**config.mk**
```make
export PLATFORM = sky130hd
export DESIGN_NAME = board_block_reader
export DESIGN_NICKNAME = d
export VERILOG_FILES = /design/src/rtl/board_block_reader.sv
export SDC_FILE = /design/constraint.sdc
export NUM_CORES = 1
export LEC_CHECK = 0
export CORE_ASPECT_RATIO = 0.8
export CORE_MARGIN = 5
export CORE_UTILIZATION = 50
export CTS_CLUSTER_SIZE = 16
export DETAILED_ROUTE_END_ITERATION = 7
export GPL_TIMING_DRIVEN = 0
export PLACE_DENSITY = 0.87
export SLEW_MARGIN = 30
export SYNTH_ARGS = -nofsm -noshare
export SYNTH_HDL_FRONTEND = slang
export SYNTH_SLANG_ARGS = --single-unit
```
**constraint.sdc**
```tcl
create_clock -name clk -period 5 [get_ports clk]
set_input_delay 1 -clock clk [delete_from_list [all_inputs] [get_ports clk]]
set_output_delay 1 -clock clk [all_outputs]
set_load 0.01 [all_outputs]
```
**src/rtl/board_block_reader.sv**
```systemverilog
// board_block_reader: reader side of the MIO_BUS board-tile port.
// Walks BlockID over the 16 tiles, captures each returned BlockType into a
// shadow register and commits the whole board atomically, so the display and
// game-status consumers never observe a half-updated snapshot.
//
// Optional build macro: BOARD_STATS_EN
//   defined   -> max_type / empty_cnt / win are accumulated during the scan
//                and published together with the board in the DONE cycle.
//   undefined -> no accumulators are built; the three stats outputs are 0.

module board_block_reader #(
    parameter int READ_LAT = 1,   // cycles from a BlockID change to valid BlockType (0..7)
    parameter int WIN_TYPE = 11   // tile exponent counted as a win (11 = tile 2048)
) (
    input  logic        clk,
    input  logic        rst,
    input  logic        start,
    input  logic        auto_en,
    output logic [3:0]  BlockID,
    input  logic [3:0]  BlockType,
    output logic [63:0] board,
    output logic        board_valid,
    output logic        done,
    output logic        changed,
    output logic        busy,
    output logic [3:0]  max_type,
    output logic [4:0]  empty_cnt,
    output logic        win
);

    // Reject configurations the 3-bit wait counter or 4-bit tile values
    // cannot represent.
    if (READ_LAT < 0 || READ_LAT > 7 || WIN_TYPE < 0 || WIN_TYPE > 15) begin : g_bad_param
        $error("board_block_reader: READ_LAT must be 0..7 and WIN_TYPE 0..15");
    end

    typedef enum logic [2:0] {
        IDLE,
        ISSUE,
        WAIT,
        CAPTURE,
        DONE
    } state_t;

    state_t      state;
    logic [3:0]  idx;
    logic [2:0]  wait_cnt;
    logic [63:0] shadow;
    logic [63:0] next_shadow;

    // Shadow image with the tile being captured this cycle merged in; used
    // both to update the shadow and to commit the last tile of a scan in the
    // same edge that enters DONE.
    always_comb begin
        // NOTE: assign the full default before the partial update so no latch is inferred.
        next_shadow                = shadow;
        next_shadow[idx * 4 +: 4] = BlockType;
    end

    // Scan sequencer with registered bus and commit outputs.
    // BlockID is loaded on the edge that enters ISSUE, so it is already stable
    // in ISSUE and holds through WAIT and CAPTURE of the same tile.
    // The commit happens on the edge entering DONE, so done, changed, board and
    // the stats are all visible together during the single DONE cycle.
    always_ff @(posedge clk or posedge rst) begin
        if (rst) begin
            state       <= IDLE;
            idx         <= 4'd0;
            BlockID     <= 4'd0;
            wait_cnt    <= 3'd0;
            // NOTE: shadow is a plain register vector, so it is reset to drop any partial scan.
            shadow      <= 64'd0;
            board       <= 64'd0;
            board_valid <= 1'b0;
            done        <= 1'b0;
            changed     <= 1'b0;
            busy        <= 1'b0;
        end else begin
            // NOTE: non-blocking assignments so every register sees pre-edge values.
            done    <= 1'b0;
            changed <= 1'b0;
            case (state)
                IDLE: begin
                    BlockID <= 4'd0;
                    if (start || auto_en) begin
                        state <= ISSUE;
                        idx   <= 4'd0;
                        busy  <= 1'b1;
                    end
                end

                ISSUE: begin
                    wait_cnt <= 3'(READ_LAT);
                    state    <= (READ_LAT == 0) ? CAPTURE : WAIT;
                end

                WAIT: begin
                    wait_cnt <= wait_cnt - 3'd1;
                    if (wait_cnt <= 3'd1) begin
                        state <= CAPTURE;
                    end
                end

                CAPTURE: begin
                    shadow <= next_shadow;
                    if (idx == 4'd15) begin
                        board       <= next_shadow;
                        board_valid <= 1'b1;
                        done        <= 1'b1;
                        // board is 0 after reset, so an all-zero first scan
                        // is the only first commit that reports no change.
                        changed     <= (next_shadow != board);
                        state       <= DONE;
                    end else begin
                        idx     <= idx + 4'd1;
                        BlockID <= idx + 4'd1;
                        state   <= ISSUE;
                    end
                end

                DONE: begin
                    idx     <= 4'd0;
                    BlockID <= 4'd0;
                    if (auto_en) begin
                        state <= ISSUE;
                    end else begin
                        state <= IDLE;
                        busy  <= 1'b0;
                    end
                end

                default: begin
                    state <= IDLE;
                    busy  <= 1'b0;
                end
            endcase
        end
    end

`ifdef BOARD_STATS_EN
    logic [3:0] acc_max;
    logic [4:0] acc_empty;
    logic       acc_win;
    logic [3:0] acc_max_next;
    logic [4:0] acc_empty_next;
    logic       acc_win_next;
    logic       scan_begin;

    // A scan starts (idx=0 ISSUE) from IDLE on a request, or from DONE when
    // auto_en keeps the block scanning back-to-back.
    assign scan_begin = ((state == IDLE) && (start || auto_en)) ||
                        ((state == DONE) && auto_en);

    // Running statistics including the tile being captured this cycle.
    always_comb begin
        acc_max_next   = (BlockType > acc_max) ? BlockType : acc_max;
        acc_empty_next = acc_empty + ((BlockType == 4'd0) ? 5'd1 : 5'd0);
        acc_win_next   = acc_win || (int'(BlockType) >= WIN_TYPE);
    end

    // Accumulate per tile; publish on the same edge that commits the board.
    always_ff @(posedge clk or posedge rst) begin
        if (rst) begin
            acc_max   <= 4'd0;
            acc_empty <= 5'd0;
            acc_win   <= 1'b0;
            max_type  <= 4'd0;
            empty_cnt <= 5'd0;
            win       <= 1'b0;
        end else if (scan_begin) begin
            acc_max   <= 4'd0;
            acc_empty <= 5'd0;
            acc_win   <= 1'b0;
        end else if (state == CAPTURE) begin
            acc_max   <= acc_max_next;
            acc_empty <= acc_empty_next;
            acc_win   <= acc_win_next;
            if (idx == 4'd15) begin
                max_type  <= acc_max_next;
                empty_cnt <= acc_empty_next;
                win       <= acc_win_next;
            end
        end
    end
`else
    // Statistics disabled: outputs tied low.
    assign max_type  = 4'd0;
    assign empty_cnt = 5'd0;
    assign win       = 1'b0;
`endif

endmodule

```
==> impl_metrics.csv <==
group,metric,value,unit
outcome,outcome,"completed",
critical_path,path_cells,"clkbuf_1 -> inv_1 -> ha_1 -> clkbuf_1 -> and3_1 -> clkbuf_1 -> mux2i_1 -> xnor2_1 -> nor4_1 -> nand4_1 -> nor4_1 -> a31oi_1",
route,ant_nets,0,
global_route,grt_pass1_vias,6393,
power,p_leak,4.00,nW
place,dp_cells,1052,
layout,areaGrowthSynthToFinish,22.1,%
sta,min_period,4.78,ns
layout,fillers,1203,
die,pin_count,90,
global_route,use_met3,9.44,%
global_route,antenna_found_initial,0,
yosys,syn_inst,775,
place,gp_congestion,0.958,
cts,cts_resized,0,
route,drt-initial-drc-count,751,
route,num_vias,6352,
yosys,ys_async_sr_fraction,100,%
cts,cts_setup_buffers,0,
critical_path,slowest_delay,0.77,ns
yosys,ys.warnings.count,0,
die,core,15000,µm²
layout,fin_cells,1084,
global_route,grt_max_degree,95,
sta,post-route-period-util,95.7,%
min_path,hold_path_class,"reg -> reg",
yosys,synthTopCellsByCount,"dfrtp_1, nor2_1, a21oi_1",
sta,rsz0062_at_grt,"no",
route,drt_wl_total,22.2,mm
yosys,synth_area_per_cell,9.78,µm²
sta,hold_viol_final,0,
critical_path,start_kind,"register",
place,io_buffers,78,
place,post-dp-hpwl,16.0,mm
flow_run,cap_violations,0,
cts,ctsHtreeMaxLevel,4,
die,initial_core_util,50.6,%
layout,fin_util,61.8,%
route,drt_first_pass_iters,5,
yosys,synth_top_cell_by_area,"dfrtp_1",
cts,clk_path_buf_depth,2,
sta,finClkSkew,0.00842,ns
power,vdd_drop_max,0.000278,V
yosys,synth.cell_area,7580,µm²
global_route,top_usage_layer,"met2",
layout,num_antenna_cells,0,
yosys,synth_most_common_cell,"dfrtp_1",
yosys,synth_top_cell_area_share,48.2,%
sta,fin_hold_ws,0.470,ns
sta,maxSlewViolCount,0,
power,switchingPower,0.00166,W
global_route,use_met1,36.6,%
layout,final_nets,898,
global_route,use_met2,37.2,%
power,pwr-share-clk,28.8,%
die,die_w,148,µm
die,die-area,17700,µm²
global_route,grt_pass1_wl,35.4,mm
cts,cts-hold-fix-buffers,0,
die,chipHeight,120,µm
cts,clk_pin_slew_worst_paths,0.06,ns
critical_path,worstPathArrival,5.05,ns
route,drcViolationCount,0,
layout,fin_area,9250,µm²
critical_path,cp_max_fo,10,
sta,fmax,0.209,GHz
power,power_density,474,nW/µm²
critical_path,worstSetupPathType,"reg -> reg",
route,via_per_inst,5.86,
cts,cts_num_sinks,146,
place,postPlaceCellArea,8660,µm²
yosys,synth_seq_cells,146,
global_route,grt_usage,26.0,%
critical_path,critPathCaptureType,"register",
critical_path,path_common_cell,"clkbuf_1",
yosys,ys_seq_area_share,48.2,%
critical_path,cp_data_required_time,5.26,ns
cts,cts_tree,"built",
sta,relSlewSlack,41.9,%
cts,clock-root-buffer,"clkbuf_16",
critical_path,crit_slowest_cell,"nor4_1",
layout,final_layout_size_suffix_gt1_share,10.4,%
route,route.detailed.wl_per_inst,20.4,µm
power,switching_share,37.7,%
yosys,ys.flop_type,"dfrtp_1",
yosys,synth_edf_count,0,
power,seq_power_share,35.0,%
power,intPower,0.00273,W
yosys,yosys-top-cells-area,"dfrtp_1, mux2i_1, a21oi_1, mux2_2, nor2_1",
cts,clk_latency,0.43,ns
global_route,overflow,0,
power,comb_power_share,36.2,%
yosys,synth.distinct_cells,61,
cts,cts_inserted_buffers,17,
die,rows,40,
sta,tightestPinTransition,0.863,ns
sta,setup_viol,0,
sta,tns,0,ns
[registers in the layout, indices dropped and copies added, names as in the netlist, 3 cells and up]
register  count
BlockID       4
idx           4
board        64
state         3
shadow       64
wait_cnt      3
[logic make-up after synthesis]
group | count (synthesis) | synth area share [%]
buf+inv | 73 | 4.23
flops | 146 | 48.2
fa+ha+maj | 8 | 1.32
simple gates | 238 | 14.9
xor+xnor | 49 | 5.76
compound gates | 173 | 13.3
other cells | 1 | 0.0495
mux | 87 | 12.2
[layout make-up]
| cell class | instances | area (µm²) | share of cell area [%] |
|---|---|---|---|
| Buffer | 50 | 234 | 2.53 |
| Timing Repair Buffer | 79 | 808 | 8.74 |
| Clock inverter | 9 | 105 | 1.14 |
| Multi-Input combinational cell | 565 | 3640 | 39.4 |
| Clock buffer | 23 | 478 | 5.17 |
| Tap cell | 189 | 236 | 2.56 |
| Inverter | 23 | 93.8 | 1.01 |
| Sequential cell | 146 | 3650 | 39.5 |
[placed cells by master (no fill, tap or decap), types with 3 or more instances in the layout]
cell	Yosys	layout
dfrtp_1	146	146
nor2_1	97	97
a21oi_1	82	82
clkdlybuf4s50_1	0	78
nand2_1	54	54
mux2i_1	52	52
o21ai_0	45	45
clkbuf_1	35	38
mux2_2	34	34
xnor2_1	27	27
inv_1	23	22
xor2_1	21	21
clkbuf_16	0	17
nand3_1	14	14
and3_1	12	12
buf_4	11	11
conb_1	1	10
nor4_1	8	8
ha_1	8	8
nor2b_1	6	6
nand2b_1	6	6
nand3b_1	6	6
and2_1	5	5
or2_2	5	5
nor3_1	6	5
o22ai_1	5	5
a31oi_1	5	5
nand4_1	5	5
o2111ai_1	5	5
buf_2	4	4
nor3b_1	4	4
clkinv_2	0	4
o211ai_1	3	3
a22oi_1	3	3
clkbuf_8	0	3
[per-stage QoR]
stage	setup WS [ns]	power, W
finish	0.216	0.00439
global route	0.00820	0.00462
CTS	0.507	0.00436
detailed placement	0.527	0.00308
global placement	-1.90	0.00304
floorplan	0.0770	0.00260
[path summary, 6_finish.rpt]
path                                              start                 endpoint  slack (ns)  cells past startpoint
worst max-delay path                 idx[0]$_DFFE_PP0P_        changed$_DFF_PP0_        0.22                     12
max in group asynchronous                           rst    board[29]$_DFFE_PP0P_        3.23                      3
worst min register to register  board_valid$_DFFE_PP0P_  board_valid$_DFFE_PP0P_        0.47                      1
worst max register to register       idx[0]$_DFFE_PP0P_        changed$_DFF_PP0_        0.22                     12
worst min-delay path            board_valid$_DFFE_PP0P_  board_valid$_DFFE_PP0P_        0.47                      1
min in group asynchronous                           rst         busy$_DFFE_PP0P_        0.99                      2
[critical path, delay by kind of cell (launching register included)]
family	cells	cell delay (ns)
flip-flops	1	0.60
adder cells (fa/ha/maj)	1	0.52
XOR/XNOR	1	0.21
buffers and inverters	4	1.46
AO/OA/AOI/OAI	1	0.16
AND/OR/NAND/NOR	4	1.44
multiplexers	1	0.23
[power by group through the flow]
stage	Clock (W)	Sequential [W]	Combinational, W
2_1_floorplan	0	0.00152	0.00108
3_3_place_gp	0	0.00153	0.00150
3_5_place_dp	0	0.00155	0.00154
4_1_cts	0.00128	0.00153	0.00155
5_1_grt	0.00133	0.00156	0.00173
6_report	0.00127	0.00154	0.00159
[routing by layer]
| metal | part of all wire (%) | wire (µm) |
|---|---|---|
| met3 | 12 | 2600 |
| met5 | 0 | 0 |
| met2 | 44 | 9700 |
| met4 | 1.9 | 430 |
| met1 | 43 | 9420 |
(Power assumes the default switching activity.)
==> RTL change 1 (same settings) <==
The 5 states of `state_t` get a one-hot encoding in 5 bits.
--- a/src/rtl/board_block_reader.sv
+++ b/src/rtl/board_block_reader.sv
@@ -34,12 +34,12 @@
         $error("board_block_reader: READ_LAT must be 0..7 and WIN_TYPE 0..15");
     end
 
-    typedef enum logic [2:0] {
-        IDLE,
-        ISSUE,
-        WAIT,
-        CAPTURE,
-        DONE
+    typedef enum logic [4:0] {
+        IDLE    = 5'b00001,
+        ISSUE   = 5'b00010,
+        WAIT    = 5'b00100,
+        CAPTURE = 5'b01000,
+        DONE    = 5'b10000
     } state_t;
 
     state_t      state;
Check against the original RTL: no difference found for any inputs over 10 cycles, from zero or initial values and one cycle with rst high; not proved beyond that.
==> RTL change 1 against the unedited design <==
Routed wire length increased by 23%. Sequential share of layout area decreased by 2.8 points. Sequential cell count increased by 2. Final area increased by 9.2%. Worst hold slack got worse by 0.0061 ns. Worst setup slack got worse by 0.13 ns. Cell count increased by 17%. Global-route usage increased by 2.1 points. Synthesized area increased by 9.3%. Non-clock buffer count increased by 20. Highest routed layer unchanged.
Power is not compared: it rests on default switching activity, and its combinational part moved more than twofold at a synthesized area within 25%.
==> RTL change 1: results (changes against the unedited design) <==
INFO  worst_setup_path slowest_stage=nor4bb_2 [was nor4_1]
INFO  sta            worst_slew_pin_slew=0.8645ns [was 0.8631 ns]
INFO  routing        avgViaCountPerCell=6.225 [was 5.860]
INFO  routing        initialDrtViolationCount=964 [was 751]
INFO  cts            insertion_delay_of_the_later_clocked_pin_in_the_worst_skew_pair=0.45ns [was 0.43 ns]
INFO  logic_synthesis yosys.area_share.adder=0.7551% [was 1.321%]
INFO  placement      port_buffer_cells=77 [was 78]
INFO  global_routing grt_antenna_before_repair=1 [was 0]
INFO  routing        met2_length=11.45mm [was 9.702 mm]
INFO  sta            hold_slack=0.4634ns [was 0.4695 ns]
INFO  routing        routed-wl-met3=3.398mm [was 2.599 mm]
INFO  placement      place.detailed.instances=1230 [was 1052]
INFO  routing        drt_pass1_iterations=8 [was 5]
INFO  logic_synthesis synth_common_cells=147 x dfrtp_1, 132 x nand2_1, 123 x o21ai_0 [was 146 x dfrtp_1, 97 x nor2_1, 82 x a21oi_1]
INFO  worst_setup_path worst-endpoint-arrival=5.20ns [was 5.05 ns]
INFO  cells_and_area fill_cells=1348 [was 1203]
INFO  outcome        run_status=finished clean [unchanged]
INFO  global_routing grt_first_pass_wirelength=41.91mm [was 35.40 mm]
INFO  cts            cts_resized=5 [was 0]
INFO  logic_synthesis synthTopCellsByArea=dfrtp_1 44%, o21ai_0 7.4%, nand2_1 6.0% [was dfrtp_1 48%, mux2i_1 6.9%, a21oi_1 5.4%]
INFO  placement      finalWeightedCongestion=0.9804 [was 0.9582]
INFO  routing        routed_wire_length_per_instance=21.58µm [was 20.43 µm]
INFO  worst_setup_path r2r.worst_path.cells=14 [was 12]
INFO  routing        detailroute.via_count=7868 [was 6352]
INFO  cells_and_area final_net_count=1044 [was 898]
INFO  logic_synthesis ys_seq_area_share=44.71% [was 48.22%]
INFO  global_routing grtUsageTotal=28.04% [was 25.96%]
INFO  cts            cts_post_setup_buffers_inserted=2 [was 0]
INFO  cells_and_area final_layout_size_suffix_gt1_share=9.483% [was 10.39%]
INFO  logic_synthesis netlist_instances=923 [was 775]
INFO  worst_setup_path max_stage_delay=0.64ns [was 0.77 ns]
INFO  placement      dpl.hpwl=19.48mm [was 16.04 mm]
INFO  global_routing maximum_number_of_pins_on_one_net_before_global_route_repair=77 [was 95]
INFO  global_routing grt_pass1_vias=7472 [was 6393]
INFO  logic_synthesis synth-compound-area-share=17.31% [was 13.29%]
INFO  sta            final_clock_skew=0.01075ns [was 0.008420 ns]
INFO  logic_synthesis synth_xor_xnor_area_share=4.561% [was 5.763%]
INFO  logic_synthesis yosysWarningCount=0 [unchanged]
INFO  worst_setup_path setup.reg_to_reg.worst_slack=0.09ns [was 0.22 ns]
INFO  logic_synthesis synth.area.mux_share=8.577% [was 12.22%]
INFO  placement      placed_area=9400µm² [was 8663 µm²]
-- RTL change 1: power breakdown --
part	leakage, nW	switching (mW)	internal [mW]
Combinational	2.66	0.385	0.204
Sequential	1.55	0.0500	1.27
Clock	0.306	0.545	0.857
Total	4.52	0.980	2.33
-- RTL change 1: per-layer routing --
layer,vias up,track usage [%]
met3,92,10.29
li1,3468,-
met1,3780,39.66
met2,528,39.11
met4,0,11.27
met5,-,0
-- RTL change 1: area by class of cell --
cell class                 count  share of cell area [%]
multi-input combinational    684                   41.90
sequential                   148                   36.66
timing repair buffer          80                   8.048
clock buffer                  19                   4.383
buffer                        69                   3.095
tap                          220                   2.724
clock inverter                13                   1.969
inverter                      31                   1.226
-- RTL change 1: stage by stage --
step                      setup WS (ns)  util [%]
after floorplan                 0.02197         -
after global placement           -2.051     57.12
after detailed placement        -0.2092     57.33
after CTS                       0.08002     61.51
after global routing            0.01522     61.64
final                           0.08819     61.64
==> RTL change 2 (same settings) <==
Without the edit above. Build with the macro `BOARD_STATS_EN` defined.
--- a/src/rtl/board_block_reader.sv
+++ b/src/rtl/board_block_reader.sv
@@ -7,6 +7,8 @@
 //   defined   -> max_type / empty_cnt / win are accumulated during the scan
 //                and published together with the board in the DONE cycle.
 //   undefined -> no accumulators are built; the three stats outputs are 0.
+
+`define BOARD_STATS_EN
 
 module board_block_reader #(
     parameter int READ_LAT = 1,   // cycles from a BlockID change to valid BlockType (0..7)
Function: no difference found for any inputs over 10 cycles, from zero or initial values and one cycle with rst high; that may be too few to reach the edited logic, so the function may still have changed.
==> RTL change 2 against the unedited design <==
Sequential cell count is 20 higher. Routed wire length is 14% higher. Power is 18% higher. Final area is 13% higher. Clock power is 6% higher. Worst setup slack better by 0.32 ns. Global-route usage is 0.18 points lower. Synthesized area is 12% higher. Clock skew is 0.0020 ns higher.
==> RTL change 2: results (changes against the unedited design) <==
INFO  routing        drt-met1-wl=10.45mm [was 9.417 mm]
INFO  routing        routed-wl-met3=2.648mm [was 2.599 mm]
INFO  worst_setup_path r2r.worst_path.cells=11 [was 12]
INFO  global_routing m1_gr_usage=36.43% [was 36.65%]
INFO  routing        met2_length=11.36mm [was 9.702 mm]
INFO  cells_and_area fill_cells=1278 [was 1203]
INFO  worst_setup_path setup.reg_to_reg.worst_slack=0.54ns [was 0.22 ns]
INFO  global_routing grt_util_met3=6.844% [was 9.438%]
INFO  pwr            total_power=5.194mW [was 4.390 mW]
INFO  logic_synthesis yosys.cell_types.count=52 [was 61]
INFO  outcome        run_status=finished clean [unchanged]
INFO  routing        detailroute.via_count=7239 [was 6352]
INFO  placement      dpl.hpwl=17.97mm [was 16.04 mm]
INFO  routing        initialDrtViolationCount=773 [was 751]
INFO  logic_synthesis ys_seq_area_share=48.79% [was 48.22%]
INFO  cells_and_area final_net_count=998 [was 898]
INFO  cells_and_area final_layout_size_suffix_gt1_share=9.505% [was 10.39%]
INFO  global_routing grt_first_pass_wirelength=39.54mm [was 35.40 mm]
INFO  placement      placed_area=9812µm² [was 8663 µm²]
INFO  pwr            p_leak=4.592nW [was 3.998 nW]
INFO  sta            hold_slack=0.4656ns [was 0.4695 ns]
INFO  global_routing grtUsageMet2=38.74% [was 37.21%]
INFO  logic_synthesis netlist_instances=862 [was 775]
INFO  worst_setup_path critical_path.max_fanout=11 [was 10]
INFO  sta            slew_headroom=46.92% [was 41.93%]
INFO  logic_synthesis synth_common_cells=166 x dfrtp_1, 146 x nand2_1, 122 x o21ai_0 [was 146 x dfrtp_1, 97 x nor2_1, 82 x a21oi_1]
INFO  global_routing maximum_number_of_pins_on_one_net_before_global_route_repair=31 [was 95]
INFO  global_routing grt_pass1_vias=7047 [was 6393]
INFO  placement      finalWeightedCongestion=0.9263 [was 0.9582]
INFO  cells_and_area post_layout_nonfiller_instances=1209 [was 1084]
INFO  pwr            pwr-share-comb=39.2% [was 36.2%]
INFO  logic_synthesis synthTopCellsByArea=dfrtp_1 49%, o21ai_0 7.2%, mux2i_1 6.9% [was dfrtp_1 48%, mux2i_1 6.9%, a21oi_1 5.4%]
INFO  placement      pre_cts_ws=0.5637ns [was 0.5273 ns]
INFO  worst_setup_path worst-endpoint-arrival=4.74ns [was 5.05 ns]
INFO  pwr            powerSeq=1.82mW [was 1.54 mW]
INFO  pwr            netSwitchingPower=2.070mW [was 1.655 mW]
INFO  pwr            power.ir.vdd_worst=0.3207mV [was 0.2780 mV]
[RTL change 2: cell types whose count changed after synthesis, moves of 8 or more]
cell / before / now
buf_4: 11 / 3
xnor2_1: 27 / 38
nor3_1: 6 / 14
dfrtp_1: 146 / 166
a21oi_1: 82 / 25
xor2_1: 21 / 37
o21ai_0: 45 / 122
nor2_1: 97 / 28
nand2_1: 54 / 146
[RTL change 2: kinds of logic after synthesis]
| kind of cell | after synthesis | synth area share, % |
|---|---|---|
| adder cells (fa/ha/maj) | 14 | 2.057 |
| multiplexers | 91 | 11.43 |
| flip-flops | 166 | 48.79 |
| XOR/XNOR | 77 | 8.229 |
| AND/OR/NAND/NOR | 264 | 14.25 |
| AO/OA/AOI/OAI | 181 | 11.90 |
| buffers and inverters | 69 | 3.336 |
[RTL change 2: layout make-up]
type	instances	area [µm²]	area share, %
sequential	166	4154	39.89
multi-input combinational	627	4081	39.19
timing repair buffer	95	1018	9.780
clock buffer	19	452.9	4.349
tap	220	275.3	2.643
buffer	50	212.7	2.043
clock inverter	13	143.9	1.382
inverter	19	75.07	0.7209
[RTL change 2: worst max-delay path: stages (launching register included)]
cell and delay, ns:
dfrtp_1 0.62, clkbuf_1 0.45, nor3_1 0.10, ha_1 0.33
clkbuf_1 0.32, nand2_1 0.15, a21oi_1 0.61, mux2i_1 0.48
xor2_1 0.18, o2111ai_1 0.26, nor4_1 0.57, a31oi_1 0.21
[RTL change 2: worst min-delay path by stage]
stage,start,to
after floorplan,shadow[1],shadow[1]
after global placement,board_valid,board_valid
after detailed placement,board_valid,board_valid
after CTS,board_valid,board_valid
after global routing,shadow[3],shadow[3]
final,board_valid,board_valid
